File: config.mk
export PLATFORM = sky130hd
export DESIGN_NAME = hdmi_i2c_cfg_seq
export DESIGN_NICKNAME = d
export VERILOG_FILES = /design/src/rtl/hdmi_i2c_cfg_seq.sv
export SDC_FILE = /design/constraint.sdc
export NUM_CORES = 1
export LEC_CHECK = 0
export BUFFER_PORTS_ARGS = -buffer_cell sky130_fd_sc_hd__buf_2
export CAP_MARGIN = 20
export CORE_MARGIN = 3
export CORE_UTILIZATION = 35
export DETAILED_ROUTE_END_ITERATION = 10
export PLACE_DENSITY = 0.56
export SYNTH_ARGS = -nofsm -noshare
export SYNTH_HDL_FRONTEND = slang
export SYNTH_SLANG_ARGS = --single-unit
File: constraint.sdc
create_clock -name clk -period 2.95 [get_ports clk]
set_clock_uncertainty 0.2 [all_clocks]
set_input_delay 0.4425 -clock clk [delete_from_list [all_inputs] [get_ports clk]]
set_output_delay 0.4425 -clock clk [all_outputs]
set_load 0.03 [all_outputs]
File: src/rtl/hdmi_i2c_cfg_seq.sv
// HDMI transmitter SCCB/I2C configuration sequencer.
// Walks a register table after power-up settle, one byte write per entry.
module hdmi_i2c_cfg_seq #(
  parameter int LUT_SIZE       = 32,
  parameter int IDX_W          = 6,
  parameter int INIT_DELAY     = 1_000_000,
  parameter int GAP_CYCLES     = 1000,
  parameter int TIMEOUT_CYCLES = 200_000,
  parameter int MAX_RETRY      = 3
) (
  input  logic             clk,
  input  logic             rst_n,
  input  logic             start,
  output logic [IDX_W-1:0] lut_index,
  input  logic [23:0]      lut_data,
  output logic             wr_req,
  output logic [7:0]       wr_dev,
  output logic [7:0]       wr_reg,
  output logic [7:0]       wr_data,
  input  logic             wr_ack,
  input  logic             wr_done,
  input  logic             wr_nack,
  output logic             busy,
  output logic             cfg_done,
  output logic             cfg_err,
  output logic [IDX_W-1:0] err_index
);

  typedef enum logic [2:0] {
    S_PWR_WAIT,
    S_FETCH,
    S_LATCH,
    S_ISSUE,
    S_WAIT_DONE,
    S_GAP,
    S_DONE,
    S_ERROR
  } state_t;

  localparam logic [IDX_W-1:0] LAST_IDX = IDX_W'(LUT_SIZE - 1);
  localparam logic [31:0] INIT_END  = 32'(INIT_DELAY - 1);
  localparam logic [31:0] GAP_END   = 32'(GAP_CYCLES - 1);
  localparam logic [31:0] TMO_END   = 32'(TIMEOUT_CYCLES - 1);
  localparam logic [7:0]  RETRY_MAX = 8'(MAX_RETRY);

  state_t           state_q;
  state_t           state_d;
  logic [31:0]      cnt;
  logic [IDX_W-1:0] idx;
  logic [7:0]       retry;
  logic             refetch;

  logic wr_ok;
  logic wr_fail;
  logic retry_out;
  logic idle;
  logic restart;

  // wr_done wins over a timeout landing on the same cycle
  assign wr_ok     = (state_q == S_WAIT_DONE) && wr_done && !wr_nack;
  assign wr_fail   = (state_q == S_WAIT_DONE) &&
                     (wr_done ? wr_nack : (cnt == TMO_END));
  assign retry_out = (retry + 8'd1) >= RETRY_MAX;
  assign idle      = (state_q == S_DONE) || (state_q == S_ERROR);
  assign restart   = start && idle;
  assign busy      = !idle;

  // State register
  always_ff @(posedge clk or negedge rst_n) begin
    if (!rst_n) state_q <= S_PWR_WAIT;
    else        state_q <= state_d;
  end

  // Next-state decode
  always_comb begin
    state_d = state_q;
    unique case (state_q)
      S_PWR_WAIT:
        if (cnt == INIT_END) state_d = S_FETCH;
      S_FETCH:
        state_d = S_LATCH;
      S_LATCH:
        state_d = (lut_data[23:16] == 8'hFF) ? S_DONE : S_ISSUE;
      S_ISSUE:
        if (wr_ack) state_d = S_WAIT_DONE;
      S_WAIT_DONE:
        if (wr_ok)
          state_d = (idx == LAST_IDX) ? S_DONE : S_GAP;
        else if (wr_fail)
          state_d = retry_out ? S_ERROR : S_GAP;
      S_GAP:
        if (cnt == GAP_END)
          state_d = refetch ? S_FETCH : S_ISSUE;
      S_DONE,
      S_ERROR:
        if (start) state_d = S_FETCH;
      default:
        state_d = S_PWR_WAIT;
    endcase
  end

  // Counters, table pointer, retry tracking and registered outputs
  always_ff @(posedge clk or negedge rst_n) begin
    if (!rst_n) begin
      cnt       <= '0;
      idx       <= '0;
      retry     <= '0;
      refetch   <= 1'b0;
      lut_index <= '0;
      wr_req    <= 1'b0;
      wr_dev    <= '0;
      wr_reg    <= '0;
      wr_data   <= '0;
      cfg_done  <= 1'b0;
      cfg_err   <= 1'b0;
      err_index <= '0;
    end else begin
      cnt      <= (state_d != state_q) ? '0 : cnt + 32'd1;
      wr_req   <= (state_d == S_ISSUE);
      cfg_done <= (state_d == S_DONE);
      cfg_err  <= (state_d == S_ERROR);
      if (state_q == S_LATCH)
        {wr_dev, wr_reg, wr_data} <= lut_data;
      if (restart) begin
        idx       <= '0;
        retry     <= '0;
        lut_index <= '0;
      end else if (state_d == S_FETCH) begin
        lut_index <= idx;
      end
      if (wr_ok) begin
        idx     <= idx + 1'b1;
        retry   <= '0;
        refetch <= 1'b1;
      end else if (wr_fail) begin
        retry   <= retry + 8'd1;
        refetch <= 1'b0;
        if (retry_out) err_index <= idx;
      end
    end
  end

endmodule

==> results.md, run 1 <==
- The run finished with clean final reports.
- The capture endpoint of the worst hold path is wr_reg[0].
- Using the TritonRoute via totals, the vias-per-cell ratio works out to 5.03.
- The first global-routing pass estimated ~17000 µm of wire.
- Setup repair after global routing could not meet its margin everywhere.
- The via count of the first global-routing pass is between 3k and 4k.
- The cell area after technology mapping is 4410 µm².
- Synthesis instantiated 49 different standard cells from the library.
- For the worst setup path, the data required time is between 2 and 3 ns.
- The worst ir drop on vdd is 0.537 mV.
- The number of sinks driven by the clock tree is between 80 and 90.
- The area growth from synthesis to layout is 24.6%.
- The number of max-slew violations in the final report is 0.
- The total length of routed wires is just over 10000 µm.
- In this run the remaining antenna-violating nets after routing total 0.
- Of the total power, the clock network draws 0.219.
- The commonest cells after synthesis are 89 x dfrtp_1, 43 x nor3_1, 35 x nand2_1.
- The largest register by flop count is cnt.
- In this run, synthesis produced a sequential element count of 89.
- After the first detailed-routing iteration, the DRC count stood at between 150 and 200.
- The post-synthesis area per instance is roughly 10 µm².
- Of all nets on the critical path, the largest fanout is 8.
- The signal on the critical path passes through or3b_1 -> or4_4 -> or4_4 -> a221o_1 -> o32ai_4 -> clkbuf_16 -> nor3_1.
- After synthesis, the share of flip-flops with an asynchronous set or reset is 1.00.
- The area of the die is ~14000 µm².
- The part of the Yosys area used for sequential elements is 0.505.
- The worst hold slack across all endpoints is between 0.1 and 0.15 ns.
- The tool flagged a number of max-cap violations equal to 0.
- The share of the synthesized area in the top cell type is 0.505.
- The overall power after layout is around 4.8 mW.
- The finished layout holds 685 standard cells, fillers aside.
- The count of port buffers added during placement is between 60 and 70.
- The number of primary I/O pins is 70.
- The number of antenna diodes in the final layout is 0.
- The endpoint identified for the worst register-to-register timing path is cnt[22].
- The net count of the finished layout is 548.
- The routed layout has between 3k and 4k vias.
- The critical path's slowest cell is or4_4.
- The total overflow left after global routing is 0.
- The site row count is 40.
- The relative contribution of combinational cells to total power is 0.442.
- The Yosys warning count is 0.
- The worst hold-check path type is primary input to flop.
- The number of enable flip-flop cells after synthesis is 0.
- Across every metal layer, demand over resource in global routing totals 0.149.
- The switching fraction of total power is 0.390.
- Summing all flip-flop and latch instances after layout gives 2230 µm².
- Measured along the y axis, the die boundary spans ~120 µm.
- The most prevalent standard cell on the critical path is or4_4.
- Summed over all nets, the switching power comes to 1.87 mW.
- The clock tree root driver cell is clkbuf_16.
- The worst flop-to-flop path startpoint is state_q[1].
- After legalization and detailed placement, the total HPWL measured 7200 µm.
- The data arrival at the endpoint of the critical path is approximately 2.9 ns.
- The worst pin sits at a relative slew slack of 0.418.
- The clock transition at the registers of the reported paths is approximately 0.060 ns.
- On the critical path the largest part of the delay comes from simple AND/OR/NAND/NOR gates.
- The CTS tree is built.
- The total power per unit cell area is roughly 870 nW/µm².
- The core region is 12200 µm².
- The fraction of final layout cells with drive strength greater than 1 is 0.309.
- For this run, the leading register cell type out of synthesis is dfrtp_1.
- The part of the total power dissipated in sequential elements is 0.339.
- Measured on the finished design, the core utilization comes to 0.452.
- The die extent in x is about 120 µm.
- The multi-input combinational cell area is roughly 2100 µm².
- The number of fill cells in the layout is between 1k and 1.5k.
- No sink is reached through more buffers than the 2 on the longest clock path.
- The internal reg-to-reg setup slack is approximately 0.038 ns.
- The maximum operating frequency is 0.343 GHz.
- The final setup violation count is 0.
- The transition time at the pin with the least slew margin is 0.866 ns.
- The total count of hold-check failures in the final report is 0.
- The initial utilization of the core area, before any placement, comes to 0.363.
- The detailed-route DRC error count is 0.
- The biggest cell delay along the critical path is roughly 0.43 ns.
- The internal power is between 2 and 3 mW.
- The detailed-route wire length per cell is roughly 15 µm.
- Subtracting the final worst setup slack from the clock period gives 2.91 ns.
- The minimum setup slack after placement is 0.0198 ns.
- The count of buffering cells on the critical path with inverters included is 1.
- The placer congestion estimate is 0.793.
- The cell count after synthesis came out at between 400 and 500.
- The startpoint class of the critical path is a flop.
- The depth of the worst hold-timing path is 2.
- The worst setup path is of the flop to flop kind.
- After layout, the worst setup slack is between 0.03 and 0.04 ns.
- The register with the most flip-flops in the layout has 32 of them.
- Of the available clock period, the critical path in the final layout requires 0.987.
- The later pin in the worst-skew pair is clocked with a latency of between 0.3 and 0.4 ns.
- Ranked by total cell area, the synthesized netlist is headed by dfrtp_1 50%, mux2_2 8.2%, nor3_1 4.9%.
- The number of placed instances, taps included is around 670.
- The clock buffer count from CTS is 9.
- The startpoint identified for the worst hold timing path is lut_data[8].
- The synthesized net count is between 400 and 500.
- In this run the static leakage power is around 2.4 nW.
- The biggest area contributor in the post-synthesis netlist is dfrtp_1.
- The most common cell in the synthesized netlist is dfrtp_1.
- The depth of the CTS H-tree is 3.
- The number of antenna violations at the first check in global routing is 0.
- For this run, the detailed router's first-pass iteration total came to 4.
- The depth of the worst register-to-register path is 7.
- STA classifies the critical path endpoint as a flop.
- The largest net degree at the start of global routing is 55.
## power by group through the flow
stage,logic (mW),registers (mW),clock network (mW)
after floorplan,0.981,2.03,0
after global placement,1.99,1.63,0
after detailed placement,2.02,1.64,0
after CTS,2.02,1.63,1.09
after global routing,2.28,1.67,1.14
final,2.12,1.62,1.05
## metal layers
| metal | part of all wire | track usage | routed length [µm] |
|---|---|---|---|
| met1 | 0.46 | 0.192 | 4720 |
| met4 | 0.012 | 0.0440 | 129 |
| met2 | 0.50 | 0.250 | 5160 |
| met5 | 0 | 0 | 0 |
| met3 | 0.032 | 0.0330 | 328 |
## through the flow
| step | TNS, ns | instance area [µm²] |
|---|---|---|
| after floorplan | 0 | 4410 |
| after global placement | 0 | 5100 |
| after detailed placement | 0 | 5100 |
| after CTS | 0 | 5380 |
| after global routing | -0.707 | 5490 |
| final | 0 | 5490 |
## how the worst max path moves through the flow
stage	from	endpoint	slack (ns)	cells after the start
floorplan	state_q[0]	cnt[10]	0.007	8
global placement	state_q[0]	wr_req	0.07	6
detailed placement	state_q[0]	wr_req	0.02	6
CTS	state_q[0]	wr_req	0.03	6
global route	cnt[21]	cnt[16]	-0.04	7
finish	state_q[1]	cnt[22]	0.04	7
## logic make-up (layout without fill, tap and decap cells)
group | after synthesis | after routing | share of synthesized area
and+or+nand+nor | 187 | 187 | 0.226
DFF | 89 | 89 | 0.505
AOI/OAI and AO/OA | 45 | 45 | 0.0712
muxes | 39 | 39 | 0.0976
xor gates and xnor gates | 30 | 30 | 0.0596
buffers and inverters | 30 | 123 | 0.0298
adders and majority gates | 4 | 4 | 0.0113
## placed cells by master (no fill, tap or decap), types with 4 or more instances in the layout
cell and count:
dfrtp_1 89, buf_2 68, nor3_1 43, nand2_1 34, mux2_2 32, nor2_1 27, xnor2_1 20, buf_4 20
nand3_1 18, inv_1 15, nand4_1 11, xor2_1 10, o21ai_0 10, clkbuf_16 10, a21o_1 9, a21oi_1 7
mux2i_1 7, nor4_2 6, nor2b_1 6, and3_1 5, and4_1 5, or2_2 4, ha_1 4
## repair_timing
action,4_1_cts,5_1_grt
pin swaps,1,6
resized for setup,0,12
endpoints found under the setup margin,1,41
endpoints found under the hold margin,35,0
gates cloned,0,2
hold buffers,1,0
buffers inserted,0,2
## layout make-up
type / instances / area share
Sequential cell: 89 / 0.405
Multi-Input combinational cell: 305 / 0.388
Timing Repair Buffer: 94 / 0.109
Clock buffer: 11 / 0.0460
Tap cell: 168 / 0.0383
Inverter: 15 / 0.0102
Clock inverter: 3 / 0.00319
Power figures use the tool's default switching activity.
==> run 2: changes to the inputs <==
Settings changed: CTS_BUF_LIST from default to sky130_fd_sc_hd__clkbuf_16, SKIP_CTS_REPAIR_TIMING from default to 1.
==> run 2 against run 1 <==
Compared with the run above: die area unchanged; largest power group unchanged; sequential share of layout area increased by 0.25 points; combinational power hardly changed; power down 1.4%; final cell count shrank 0.15%; critical path depth did not move; flip-flop and latch count unchanged; global-route usage fell by 0.071 points; count of clock-buffer cells in the layout down 2; utilization decreased by 0.28 points; setup slack better by 0.026 ns.
==> results.md, run 2 (synthesis results as in run 1) <==
- The run finished with clean final reports.
- The count of buffering cells on the critical path with inverters included is 1 (unchanged).
- The clock buffer count from CTS is 9 (unchanged).
- The remaining antenna violation count came to 0 (unchanged).
- The biggest fanout along the worst timing path is 8 (unchanged).
- The setup TNS after final layout is 0 ns (unchanged).
- The family with the most delay on the worst path is simple AND/OR/NAND/NOR gates.
- The data required time at the worst endpoint is 2.96 ns (about the same).
- The signal on the critical path passes through or3b_1 -> or4_4 -> or4_4 -> a221o_1 -> o32ai_4 -> clkbuf_16 -> nor3_1.
- The maximum operating frequency came to 0.347 GHz (+0.92%).
- The number of primary I/O pins came to 70 (unchanged).
- The register area is 2230 µm² (unchanged).
- The worst flop-to-flop path startpoint is state_q[1].
- The part of the total power dissipated in sequential elements was 0.343 (+0.004).
- The number of sinks driven by the clock tree is 89 (unchanged).
- The wire length of the first global-routing pass is 17100 µm (-0.32%).
- The area growth from synthesis to layout is 23.8%.
- The number of max-slew violations in the final report is 0 (unchanged).
- The switching fraction of total power is 0.392 (+0.00249).
- STA classifies the critical path startpoint as a flop.
- The site row count is 40 (unchanged).
- The initial standard-cell utilization of the core was 0.363 (unchanged).
- The via count is 3424 (-0.58%).
- The placer congestion estimate is 0.793 (unchanged).
- The depth of the CTS H-tree is 3 (unchanged).
- The net switching component of the power is 1.85 mW (-0.75%).
- Leaving out fill and tap cells, the most frequent cell in the layout is dfrtp_1.
- The largest net degree at the start of global routing was 55 (unchanged).
- The fraction of final layout cells with drive strength greater than 1 is 0.302 (-0.00715).
- The met1 routing resource usage after global routing is 0.191 (-0.000610).
- The met3 track demand over resource in global routing is 0.0349 (+0.00191).
- The clock tree root driver cell is clkbuf_16.
- The startpoint identified for the worst hold timing path is lut_data[8].
- The detailed placement HPWL is 7200 µm (unchanged).
- The part of the cycle the worst path needs is 0.978 (-0.00897).
- The multi-input combinational cell area was 2130 µm² (-0.29%).
- The total congestion overflow after global routing came to 0 (unchanged).
- The final setup violation count is 0 (unchanged).
- The area of the die is 14000 µm² (unchanged).
- The met2 track demand over resource in global routing is 0.249 (-0.00107).
- The largest register by flop count is cnt.
- The maximum clock insertion buffer count was 2 (unchanged).
- The capture endpoint of the worst hold path is wr_reg[0].
- The fraction of the core area covered by cells at the end of the flow is 0.449 (-0.00278).
- The type of the worst setup path is flop to flop.
- The top cell types in the final layout, fill and taps aside, are 89 x dfrtp_1, 68 x buf_2, 43 x nor3_1, 34 x nand2_1, 32 x mux2_2.
- The detailed router's first-iteration violation count is 257 (+36%).
- The antenna diode count is 0 (unchanged).
- The total count of hold-check failures in the final report is 0 (unchanged).
- The placement-stage cell area is 5100 µm² (unchanged).
- The worst ir drop on vdd is 0.535 mV (-0.31%).
- The depth of the worst hold-timing path is 2 (unchanged).
- The clock power share came to 0.210 (-0.009).
- The clock latency reported for the late side of the worst-skew pair is 0.33 ns (about the same).
- The count of port buffers added during placement is 69 (unchanged).
- The total length of routed wires is 10200 µm (-1.2%).
- The transition time at the pin with the least slew margin is 0.871 ns (+0.00506 ns).
- The die extent in x came to 118 µm (unchanged).
- The critical path capture point type is a flop.
- The tightest min-delay check is of the primary input to flop type.
- The number of fill cells in the layout was 1186 (+0.25%).
- The final critical-path required period is 2.89 ns (-0.0265 ns).
- The total power per unit cell area is 866 nW/µm² (-0.77%).
- The internal power was 2.87 mW (-1.8%).
- The critical path's slowest cell is or4_4.
- The detailed-route DRC error count came to 0 (unchanged).
- The via count of the first global-routing pass is 3457 (-0.20%).
- The total routing usage reported by global routing was 0.148 (-0.000714).
- The worst relative slew slack is 0.415 (-0.00340).
- The post-route cell area came to 5460 µm² (-0.61%).
- The most numerous cell type found on the critical path is or4_4.
- The depth of the worst register-to-register path was 7 (unchanged).
- The max-capacitance violation count is 0 (unchanged).
- The floorplan die height was 118 µm (unchanged).
- The total iterations of the first detailed-routing run is 4 (unchanged).
- The internal reg-to-reg setup slack is 0.06 ns (+0.03 ns).
- The number of antenna violations at the first check in global routing is 0 (unchanged).
- The floorplan core area is 12200 µm² (unchanged).
- The detailed-route wire length per cell came to 14.9 µm (-1.1%).
- The vias per cell is 5.01 (-0.44%).
- The biggest cell delay along the critical path is 0.43 ns (about the same).
- The endpoint of the worst register-to-register path is cnt[19].
- The data arrival at the endpoint of the critical path is 2.90 ns (-0.03 ns).
- The relative contribution of combinational cells to total power is 0.447 (+0.005).
- The final net count is 547 (-0.18%).
- The flip-flop count of the largest register after layout is 32 (unchanged).
- The standby leakage power is 2.38 nW (-0.71%).
- The critical path depth is 7 (unchanged).
- The clock transition at the registers of the reported paths is 0.06 ns (about the same).
- TritonCTS built the clock tree.
- After global routing, the most crowded layer is met2.
run 2: cell count changes in the layout (fill, tap and decap cells not counted):
| cell | delta |
|---|---|
| clkinv_1 | +2 |
| clkbuf_8 | -2 |
| nor4_2 | -1 |
| nor4_1 | +1 |
| buf_4 | -1 |
run 2: power groups by stage:
stage	Clock (mW)	Combinational [mW]	Sequential, mW
CTS	1.03	2.02	1.63
finish	0.992	2.11	1.62
global route	1.09	2.28	1.67
floorplan	0	0.981	2.03
global placement	0	1.99	1.63
detailed placement	0	2.02	1.64
run 2: worst register-to-register path: cells and delay by family, from the launching register on:
kind | cells | cell delay [ns]
and+or+nand+nor | 4 | 1.28
AOI/OAI and AO/OA | 2 | 0.66
DFF | 1 | 0.37
buffers and inverters | 1 | 0.25
run 2: cell type report:
type,count,share of cell area
Tap cell,168,0.0385
Timing Repair Buffer,93,0.108
Clock inverter,5,0.00458
Sequential cell,89,0.408
Inverter,15,0.0103
Clock buffer,9,0.0412
Multi-Input combinational cell,305,0.390
run 2: worst max-delay path by stage:
stage / to / startpoint
finish: cnt[19] / state_q[1]
global route: cnt[9] / cnt[0]
CTS: wr_req / state_q[0]
detailed placement: wr_req / state_q[0]
global placement: wr_req / state_q[0]
floorplan: cnt[10] / state_q[0]
run 2: routing by layer:
metal / share of wire / vias up / wire (µm)
met2: 0.50 / 52 / 5090
li1: - / 1696 / -
met1: 0.46 / 1668 / 4670
met4: 0.011 / 0 / 110
met3: 0.033 / 8 / 340
met5: 0 / - / 0
run 2: stage by stage:
| stage | cells | hold WS, ns | setup slack [ns] | power (mW) |
|---|---|---|---|---|
| after floorplan | 424 | -0.0531 | 0.00672 | 3.01 |
| after global placement | 666 | 0.239 | 0.0736 | 3.62 |
| after detailed placement | 666 | 0.245 | 0.0198 | 3.66 |
| after CTS | 680 | -0.116 | -0.00694 | 4.67 |
| after global routing | 684 | 0.124 | -0.00148 | 5.03 |
| final | 684 | 0.139 | 0.0648 | 4.73 |
